**config.mk**
```make
export PLATFORM = sky130hd
export DESIGN_NAME = reg_file_write_arbiter
export DESIGN_NICKNAME = d
export VERILOG_FILES = /design/src/rtl/reg_file_write_arbiter.sv
export SDC_FILE = /design/constraint.sdc
export NUM_CORES = 1
export LEC_CHECK = 0
export BUFFER_PORTS_ARGS = -buffer_cell sky130_fd_sc_hd__buf_2
export CAP_MARGIN = 20
export CORE_MARGIN = 5
export CORE_UTILIZATION = 50
export DETAILED_ROUTE_END_ITERATION = 10
export PLACE_DENSITY = 0.74
export SLEW_MARGIN = 20
export SYNTH_ARGS = -nofsm -noshare
export SYNTH_HDL_FRONTEND = slang
export SYNTH_SLANG_ARGS = --single-unit
```
**constraint.sdc**
```tcl
create_clock -name clock -period 17.3 [get_ports clock]
set_input_delay 2.595 -clock clock [delete_from_list [all_inputs] [get_ports clock]]
set_output_delay 2.595 -clock clock [all_outputs]
set_load 0.005 [all_outputs]
```
**src/rtl/reg_file_write_arbiter.sv**
```systemverilog
// ============================================================================
// Module      : reg_file_write_arbiter
// Description : Round-robin arbiter packing writeback requests into one
//               registered two-lane (byte) register-file write per cycle.
// Revision    : 1.0 - initial release
// ============================================================================
`default_nettype none

module reg_file_write_arbiter #(
  parameter int NUM_REQ = 3
) (
  input  logic                  clock,
  input  logic                  reset,
  input  logic                  hold,
  input  logic [NUM_REQ-1:0]    req_valid,
  output logic [NUM_REQ-1:0]    req_ready,
  input  logic [4*NUM_REQ-1:0]  req_reg,
  input  logic [2*NUM_REQ-1:0]  req_mode,
  input  logic [16*NUM_REQ-1:0] req_data,
  output logic [1:0]            wr_en,
  output logic [9:0]            wr_addr,
  output logic [15:0]           data_in,
  output logic                  busy
);

  localparam int PW = $clog2(NUM_REQ);

  logic [PW-1:0]      r_rr_ptr;
  logic [PW-1:0]      w_rr_next;
  logic [NUM_REQ-1:0] w_grant;
  logic [1:0]         w_wr_en;
  logic [9:0]         w_wr_addr;
  logic [15:0]        w_data;
  logic               w_have_p;
  logic               w_p_hi;
  logic               w_done;
  logic               w_any;
  logic [3:0]         w_p_reg;
  logic [1:0]         w_mode;
  logic [3:0]         w_reg;
  logic [15:0]        w_din;
  int                 w_idx;
  int                 w_last;

  // Single pass in round-robin order: no-ops ahead of the primary are consumed,
  // the first real request becomes the primary, then one compatible byte pairs.
  always_comb begin
    w_grant   = '0;
    w_wr_en   = 2'b00;
    w_wr_addr = '0;
    w_data    = '0;
    w_have_p  = 1'b0;
    w_p_hi    = 1'b0;
    w_p_reg   = '0;
    w_done    = 1'b0;
    w_any     = 1'b0;
    w_last    = 0;
    w_idx     = 0;
    w_mode    = 2'b00;
    w_reg     = '0;
    w_din     = '0;
    if (!hold && !reset) begin
      for (int k = 0; k < NUM_REQ; k++) begin
        w_idx  = (int'(r_rr_ptr) + k) % NUM_REQ;
        w_mode = req_mode[2*w_idx +: 2];
        w_reg  = req_reg[4*w_idx +: 4];
        w_din  = req_data[16*w_idx +: 16];
        if (req_valid[w_idx] && !w_done) begin
          if (!w_have_p) begin
            w_grant[w_idx] = 1'b1;
            w_last         = w_idx;
            w_any          = 1'b1;
            if (w_mode == 2'b11) begin
              w_wr_en   = 2'b11;
              w_wr_addr = {1'b1, w_reg, 1'b0, w_reg};
              w_data    = w_din;
              w_done    = 1'b1;
            end else if (w_mode != 2'b00) begin
              w_have_p       = 1'b1;
              w_p_reg        = w_reg;
              w_p_hi         = w_mode[1];
              w_wr_en[0]     = 1'b1;
              w_wr_addr[3:0] = w_reg;
              w_wr_addr[4]   = w_mode[1];
              w_data[7:0]    = w_din[7:0];
            end
          end else if (w_mode == 2'b01 || w_mode == 2'b10) begin
            // Same register may only pair as low-then-high byte.
            if (w_reg != w_p_reg || (!w_p_hi && w_mode[1])) begin
              w_grant[w_idx] = 1'b1;
              w_last         = w_idx;
              w_wr_en[1]     = 1'b1;
              w_wr_addr[8:5] = w_reg;
              w_wr_addr[9]   = w_mode[1];
              w_data[15:8]   = w_din[7:0];
              w_done         = 1'b1;
            end
          end
        end
      end
    end
    w_rr_next = w_any ? PW'((w_last + 1) % NUM_REQ) : r_rr_ptr;
  end

  assign req_ready = w_grant;

  always_ff @(posedge clock or posedge reset) begin
    if (reset) begin
      r_rr_ptr <= '0;
      wr_en    <= 2'b00;
      wr_addr  <= '0;
      data_in  <= '0;
      busy     <= 1'b0;
    end else begin
      r_rr_ptr <= w_rr_next;
      wr_en    <= w_wr_en;
      wr_addr  <= w_wr_addr;
      data_in  <= w_data;
      busy     <= |(req_valid & ~w_grant);
    end
  end

endmodule

`default_nettype wire

```
Word level (Yosys, flattened, before mapping) --
Cells that the tools add are included.
Cells by class: $add $sub $neg 3, mux-type cells 140, shifts and indexed selects 9, divide/modulo/power cells 4, reductions and logical operators 22, magnitude comparators 6, equal/unequal tests 9, bitwise logic cells 4
Operator list (count):
- $mux 32 | 10
- $shiftx 48x32->16 | 3
- $mux 8 | 17
- $ge 32x1->1 const B | 3
- $lt 32x4->1 const B | 3
- $mod 32x3->32 const B | 3
- $shiftx 12x32->4 | 3
- $shiftx 6x32->2 | 3
- $mux 5 | 17
- $mux 16 | 4
- $mux 1 | 57
- $mux 10 | 4
- $mux 3 | 12
- $mux 4 | 9
- $add 32x2->32 const B | 1
- $mod 3x3->32 const B | 1
- $eq 2x2->1 const B | 5
- $logic_and 1x1->1 | 8
- $mux 2 | 4
- $ne 4x4->1 | 2
- $bmux 1 s2 | 3
- $demux 1 s2 | 3
- $logic_not 1->1 | 6
- $or 3x3->3 | 2
- other kinds (8) | 14
Storage, ports and cells: register bits 31, bits of input ports 72, output and inout bits 32

Depth between registers and ports, before layout --
Gate-level depths: netlist of run 1.
word-level depth 24, gate-level depth with buffers 46

Worst setup path before layout of run 1 --
No wires, ideal clock.
path type input to register, start in req_mode[1], end reg r_rr_ptr[1], stages 38, required time 17.160 ns, arrival 9.655 ns, setup slack 7.505 ns, cell sequence nor2b_1 -> a21oi_1 -> nor2_1 -> a21o_1 -> ha_1 -> inv_1 -> nand2_1 -> a2111o_1 -> buf_2 -> or2_0 -> a32o_1 -> o31ai_4 -> a21oi_4 -> buf_2 -> o211ai_1 -> inv_1 -> ha_1 -> clkbuf_1 -> (+2 left out) -> nand3_1 -> or3_1 -> a21oi_2 -> nor3_1 -> o211ai_1 -> o21ai_0 -> ha_1 -> nand4bb_2 -> xnor2_1 -> ha_1 -> a211o_1 -> xor2_1 -> ha_1 -> a21o_1 -> or3_1 -> o32a_1 -> nand3_1 -> o221ai_1
Between the ends: cells in the longest elaborated chain, start to end 21, elaborated cells on any way between the ends 77
Ends and longest elaborated chain:
- start: declaration | RTL line 18 | input logic [2*NUM_REQ-1:0] req_mode,
- parallel branches: the longest is 21 deep, another holds $shiftx 6x32->2
- end signal: assignment | RTL line 115 | r_rr_ptr <= w_rr_next;
- end: declaration | RTL line 28 | logic [PW-1:0] r_rr_ptr;
Parallel ways; which one is timed is not known. The select of a mux whose other input is x is not followed. A chain may end at the register's enable or synchronous reset.

Worst setup path after layout of run 1 --
start in req_mode[0], end reg r_rr_ptr[1]
Same word-level chain as after synthesis.

==> results of run 1 <==
area by class of cell:
class	instances	share of cell area
inverter	27	0.0175
timing repair buffer	113	0.105
clock inverter	2	0.00604
tap	133	0.0287
clock buffer	6	0.0142
sequential	31	0.134
multi-input combinational	618	0.694
sequential cells by signal, indices dropped and copies added, names as in the netlist:
| register | flops |
|---|---|
| busy | 1 |
| data_in | 16 |
| wr_addr | 10 |
| wr_en | 2 |
| r_rr_ptr | 2 |
layout by cell type, fill, tap and decap left out, types with 5 or more instances in the layout:
master	count
a211o_1	5
a211oi_1	12
a21o_1	7
a21oi_1	58
a221oi_1	5
a22o_1	23
a22oi_1	24
a311oi_1	6
and2_1	5
buf_2	103
buf_4	9
clkbuf_8	6
dfrtp_1	31
ha_1	23
inv_1	26
mux2_2	28
mux2i_1	13
nand2_1	109
nand2b_1	20
nand3_1	17
nor2_1	71
nor3_1	20
o211ai_1	7
o21a_1	5
o21ai_0	41
o22ai_1	20
or3_1	7
xor2_1	8
worst paths after layout:
kind,end,slack [ns],startpoint
worst max-delay path,r_rr_ptr[1],6.77,req_mode[0]
worst min-delay path,r_rr_ptr[0],0.86,r_rr_ptr[0]
worst max register to register,r_rr_ptr[1],7.10,r_rr_ptr[1]
worst min register to register,r_rr_ptr[0],0.86,r_rr_ptr[0]
max in group asynchronous,data_in[0],14.42,reset
min in group asynchronous,wr_addr[8],2.37,reset
metrics by stage:
stage | cells | cell area [um^2] | util | setup WS [ns]
5_1_grt | 930 | 5800 | 0.588 | 6.09
3_5_place_dp | 922 | 5670 | 0.575 | 6.30
4_1_cts | 930 | 5790 | 0.587 | 6.60
2_1_floorplan | 726 | 5090 | - | 7.50
3_3_place_gp | 921 | 5640 | 0.572 | 6.68
6_report | 930 | 5800 | 0.588 | 6.77
worst min-delay path: stages, from the launching register on:
cell and delay, ns:
dfrtp_1 0.45, inv_1 0.20, o221ai_1 0.15
logic make-up (layout without fill, tap and decap cells):
family | after synthesis | count (layout) | synth area share
AND/OR/NAND/NOR | 274 | 274 | 0.244
AO/OA/AOI/OAI | 262 | 262 | 0.361
buffers and inverters | 77 | 148 | 0.0599
multiplexers | 45 | 45 | 0.0999
flip-flops | 31 | 31 | 0.152
adder cells (fa/ha/maj) | 24 | 24 | 0.0589
XOR/XNOR | 13 | 13 | 0.0238
routing by layer:
metal	vias to the layer above	part of all wire
met5	-	0.00069
met4	2	0.018
met3	32	0.10
met2	320	0.42
met1	2739	0.45
li1	2818	-
==> reports/results.ini, run 1 <==
[hold_path]
min-delay-path-class = reg -> reg
hold_depth = 2

[floorplanning]
coreArea_mm2 = 0.00986
die_area_mm2 = 0.0123
fp.dieW_um = 111
initial_core_util = 0.516
num_io_pins = 104
fp-row-count = 36
die_h_um = 111

[cells_and_area]
multi_input_area_mm2 = 0.00403
nFillCells = 986
syn2layout_area_growth_pct = 13.8
num_antenna_cells = 0
seq_area_um2 = 776
layout-drive-gt1-share = 0.218
final_nets = 892

[timing]
hold_viol = 0
finalSetupTns_ns = 0
slew_viol_final = 0
whs_ns = 0.864
fin_skew_ns = 0.0154
fmax_mhz = 94.9
finalSetupViolCount = 0
slew_headroom = 0.316
worst_pin_slew_ns = 1.03
finalCritPeriodShare = 0.609
period_minus_slack_ns = 10.53
rsz0062_at_grt = no

[yosys]
synth_top_area_cell = dfrtp_1
synth.distinct_cells = 76
ys_seq_elements = 31
netlist_top_cells_count = nand2_1 (109), nor2_1 (72), a21oi_1 (58)
synth_area_mm2 = 0.00509
syn_area_per_cell_um2 = 7.02
synth_area_leaders = dfrtp_1 (15%), nand2_1 (8.0%), mux2_2 (6.2%)
ys.flop_type = dfrtp_1
synthMostInstantiatedCell = nand2_1
synthArstFlopShare = 1.00
seq_area_frac_synth = 0.152
yosysWarnings = 0
synth_top_cell_area_share = 0.152
syn_inst = 726
synth_edf_count = 0
synth_nets = 822

[setup_path]
critPathBufInv = 3
criticalPathCategory = in -> reg
slowest_stage = xnor2_1
cp_top_family = compound AO/OA/AOI/OAI gates
cp-end-kind = flip-flop
worst_path_largest_cell_delay_ns = 0.58
crit_path_frequent_cell = ha_1
crit_arrival_ns = 10.69
worst_ep_required_time_ns = 17.46
start_kind = primary input
rr_worst_depth = 35
cp.depth = 33
cp_max_fo = 14

[routing]
antenna_left = 0
wl_per_cell_um = 18.8
dr.pass1.iters = 6
viasPerCell = 6.36
drt-initial-drc-count = 637
drt_wl_total_um = 17500
vias = 5911
drc = 0

[global_routing]
track_usage = 0.274
met2_usage = 0.411
grt_max_degree = 79
grtUsageMet1 = 0.409
grt_pass1_wl_um = 28400
top_usage_layer = met2
grt-ovfl-total = 0
use_met3 = 0.0453
grt_pass1_vias = 5482
antenna_found_initial = 1

[clock_network]
ctsHoldBuffers = 0
cts.sinks = 31
cts_tree = done
path_clk_slew_ns = 0.07
clk_latency_ns = 0.29
cts_buffers = 5
post-cts-setup-buffers = 0
clockRootBuffer = clkbuf_8
htreeDepth = 2
cts_max_path_buffers = 2
cts_resized = 0

[status]
outcome = finished, final reports clean

[placed_design]
portBuffers = 103
hpwlAfterDp_um = 13400
gp_congestion = 0.973

[flow_run]
cap_viol_max_count = 0

Power of run 1 is not shown: default switching activity piles up to over one toggle a cycle in this logic, so the estimate is an artifact.
==> run 2: changes to the inputs <==
==> constraint.sdc (replaced) <==
create_clock -name clock -period 10.45 [get_ports clock]
set_input_delay 1.5675 -clock clock [delete_from_list [all_inputs] [get_ports clock]]
set_output_delay 1.5675 -clock clock [all_outputs]
set_load 0.005 [all_outputs]
==> run 2 against run 1 <==
  * Die area stayed put
  * Via count grew 3.3%
  * Clock-buffer cell count did not move
  * Setup slack got worse by 5.9 ns
  * Critical path depth grew 5
  * Critical endpoint unchanged
==> reports/results.ini, run 2 (synthesized netlist as in run 1, its figures left out) <==
[status]
outcome = finished, final reports clean

[setup_path]
criticalPathCategory = reg -> reg
rr_worst_depth = 38
crit_arrival_ns = 9.74
crit_path_frequent_cell = ha_1
worst_ep_required_time_ns = 10.59
start_kind = flip-flop
critPathBufInv = 2
cp_max_fo = 55
cp_top_family = compound AO/OA/AOI/OAI gates
worst_path_largest_cell_delay_ns = 0.90
cp.depth = 38
slowest_stage = ha_2
cp-end-kind = flip-flop

[global_routing]
track_usage = 0.280
grt_pass1_wl_um = 29200
antenna_found_initial = 0
grt_max_degree = 56
grt_pass1_vias = 5671
grt-ovfl-total = 0

[routing]
drt_wl_total_um = 18000
antenna_left = 0
viasPerCell = 6.50
vias = 6106
dr.pass1.iters = 6
drt-initial-drc-count = 792
wl_per_cell_um = 19.2
drc = 0

[timing]
worst_pin_slew_ns = 1.03
slew_headroom = 0.311
hold_viol = 0
finalSetupTns_ns = 0
period_minus_slack_ns = 9.60
slew_viol_final = 0
fin_skew_ns = 0.0102
setup_ws_ns = 0.850
fmax_mhz = 104
rsz0062_at_grt = no
finalCritPeriodShare = 0.919
finalSetupViolCount = 0

[clock_network]
clk_latency_ns = 0.28
ctsHoldBuffers = 0
clockRootBuffer = clkbuf_8
path_clk_slew_ns = 0.07
cts.sinks = 31
post-cts-setup-buffers = 0
cts_tree = done
cts_max_path_buffers = 2
cts_buffers = 5
htreeDepth = 2
cts_resized = 0

[cells_and_area]
syn2layout_area_growth_pct = 14.6
largest_register = data_in
seq_area_um2 = 776
nFillCells = 943
final_common_cell = nand2_1
fin_cells = 939
layout-drive-gt1-share = 0.226
final_cell_mix = nand2_1 (109), buf_2 (103), nor2_1 (72)
largest_reg_flops = 16
reg_top3 = data_in: 16 flops, wr_addr: 10 flops
multi_input_area_mm2 = 0.00402
final_nets = 901
num_antenna_cells = 0
final_core_util = 0.592

[floorplanning]
die_area_mm2 = 0.0123
die_h_um = 111
initial_core_util = 0.516
coreArea_mm2 = 0.00986
fp-row-count = 36
num_io_pins = 104
fp.dieW_um = 111

[placed_design]
dpl.cell_count = 931
post-place-ws_ns = 0.829
gp_congestion = 0.974
portBuffers = 103
hpwlAfterDp_um = 13900

[hold_path]
min-delay-path-class = reg -> reg
hold_depth = 2

[flow_run]
cap_viol_max_count = 0

==> run 2: cell types whose count changed in the layout (fill, tap and decap cells not counted) <==
cell,previous run,this run
nor2_1,71,72
inv_1,26,25
inv_2,1,2
nor2_2,2,1
buf_16,1,0
buf_4,9,19
o21ai_2,2,1
o21ai_1,2,3
==> run 2: through the flow <==
stage	hold slack [ns]	cell area, um^2
floorplan	0.712	5090
global placement	0.770	5720
detailed placement	0.804	5720
CTS	0.818	5840
global route	0.854	5840
finish	0.836	5840
==> run 2: layout make-up <==
class	instances	area share
tap	133	0.0285
timing repair buffer	122	0.113
clock buffer	6	0.0141
clock inverter	2	0.00600
inverter	27	0.0174
multi-input combinational	618	0.689
sequential	31	0.133
==> run 2: final timing paths <==
kind	endpoint	slack [ns]	startpoint
hold reg to reg	r_rr_ptr[0]	0.84	r_rr_ptr[0]
min in group asynchronous	wr_addr[7]	1.37	reset
max in group asynchronous	data_in[8]	8.67	reset
hold / removal	r_rr_ptr[0]	0.84	r_rr_ptr[0]
setup reg to reg	r_rr_ptr[1]	0.85	r_rr_ptr[0]
setup / recovery	r_rr_ptr[1]	0.85	r_rr_ptr[0]
==> run 2: worst reg2reg max path: cells and delay by family, from the launching register on <==
family / cells / cell delay (ns)
buf+inv: 2 / 0.36
xor+xnor: 2 / 0.35
fa+ha+maj: 6 / 2.15
simple gates: 13 / 2.46
compound gates: 15 / 3.67
flops: 1 / 0.45
==> run 2: layer usage <==
metal | GRT usage | wire, um
met4 | 0.0624 | 297
met2 | 0.428 | 7820
met3 | 0.0540 | 1980
met5 | 0 | 0
met1 | 0.408 | 7920
Power of run 2 is left out for the same reason.
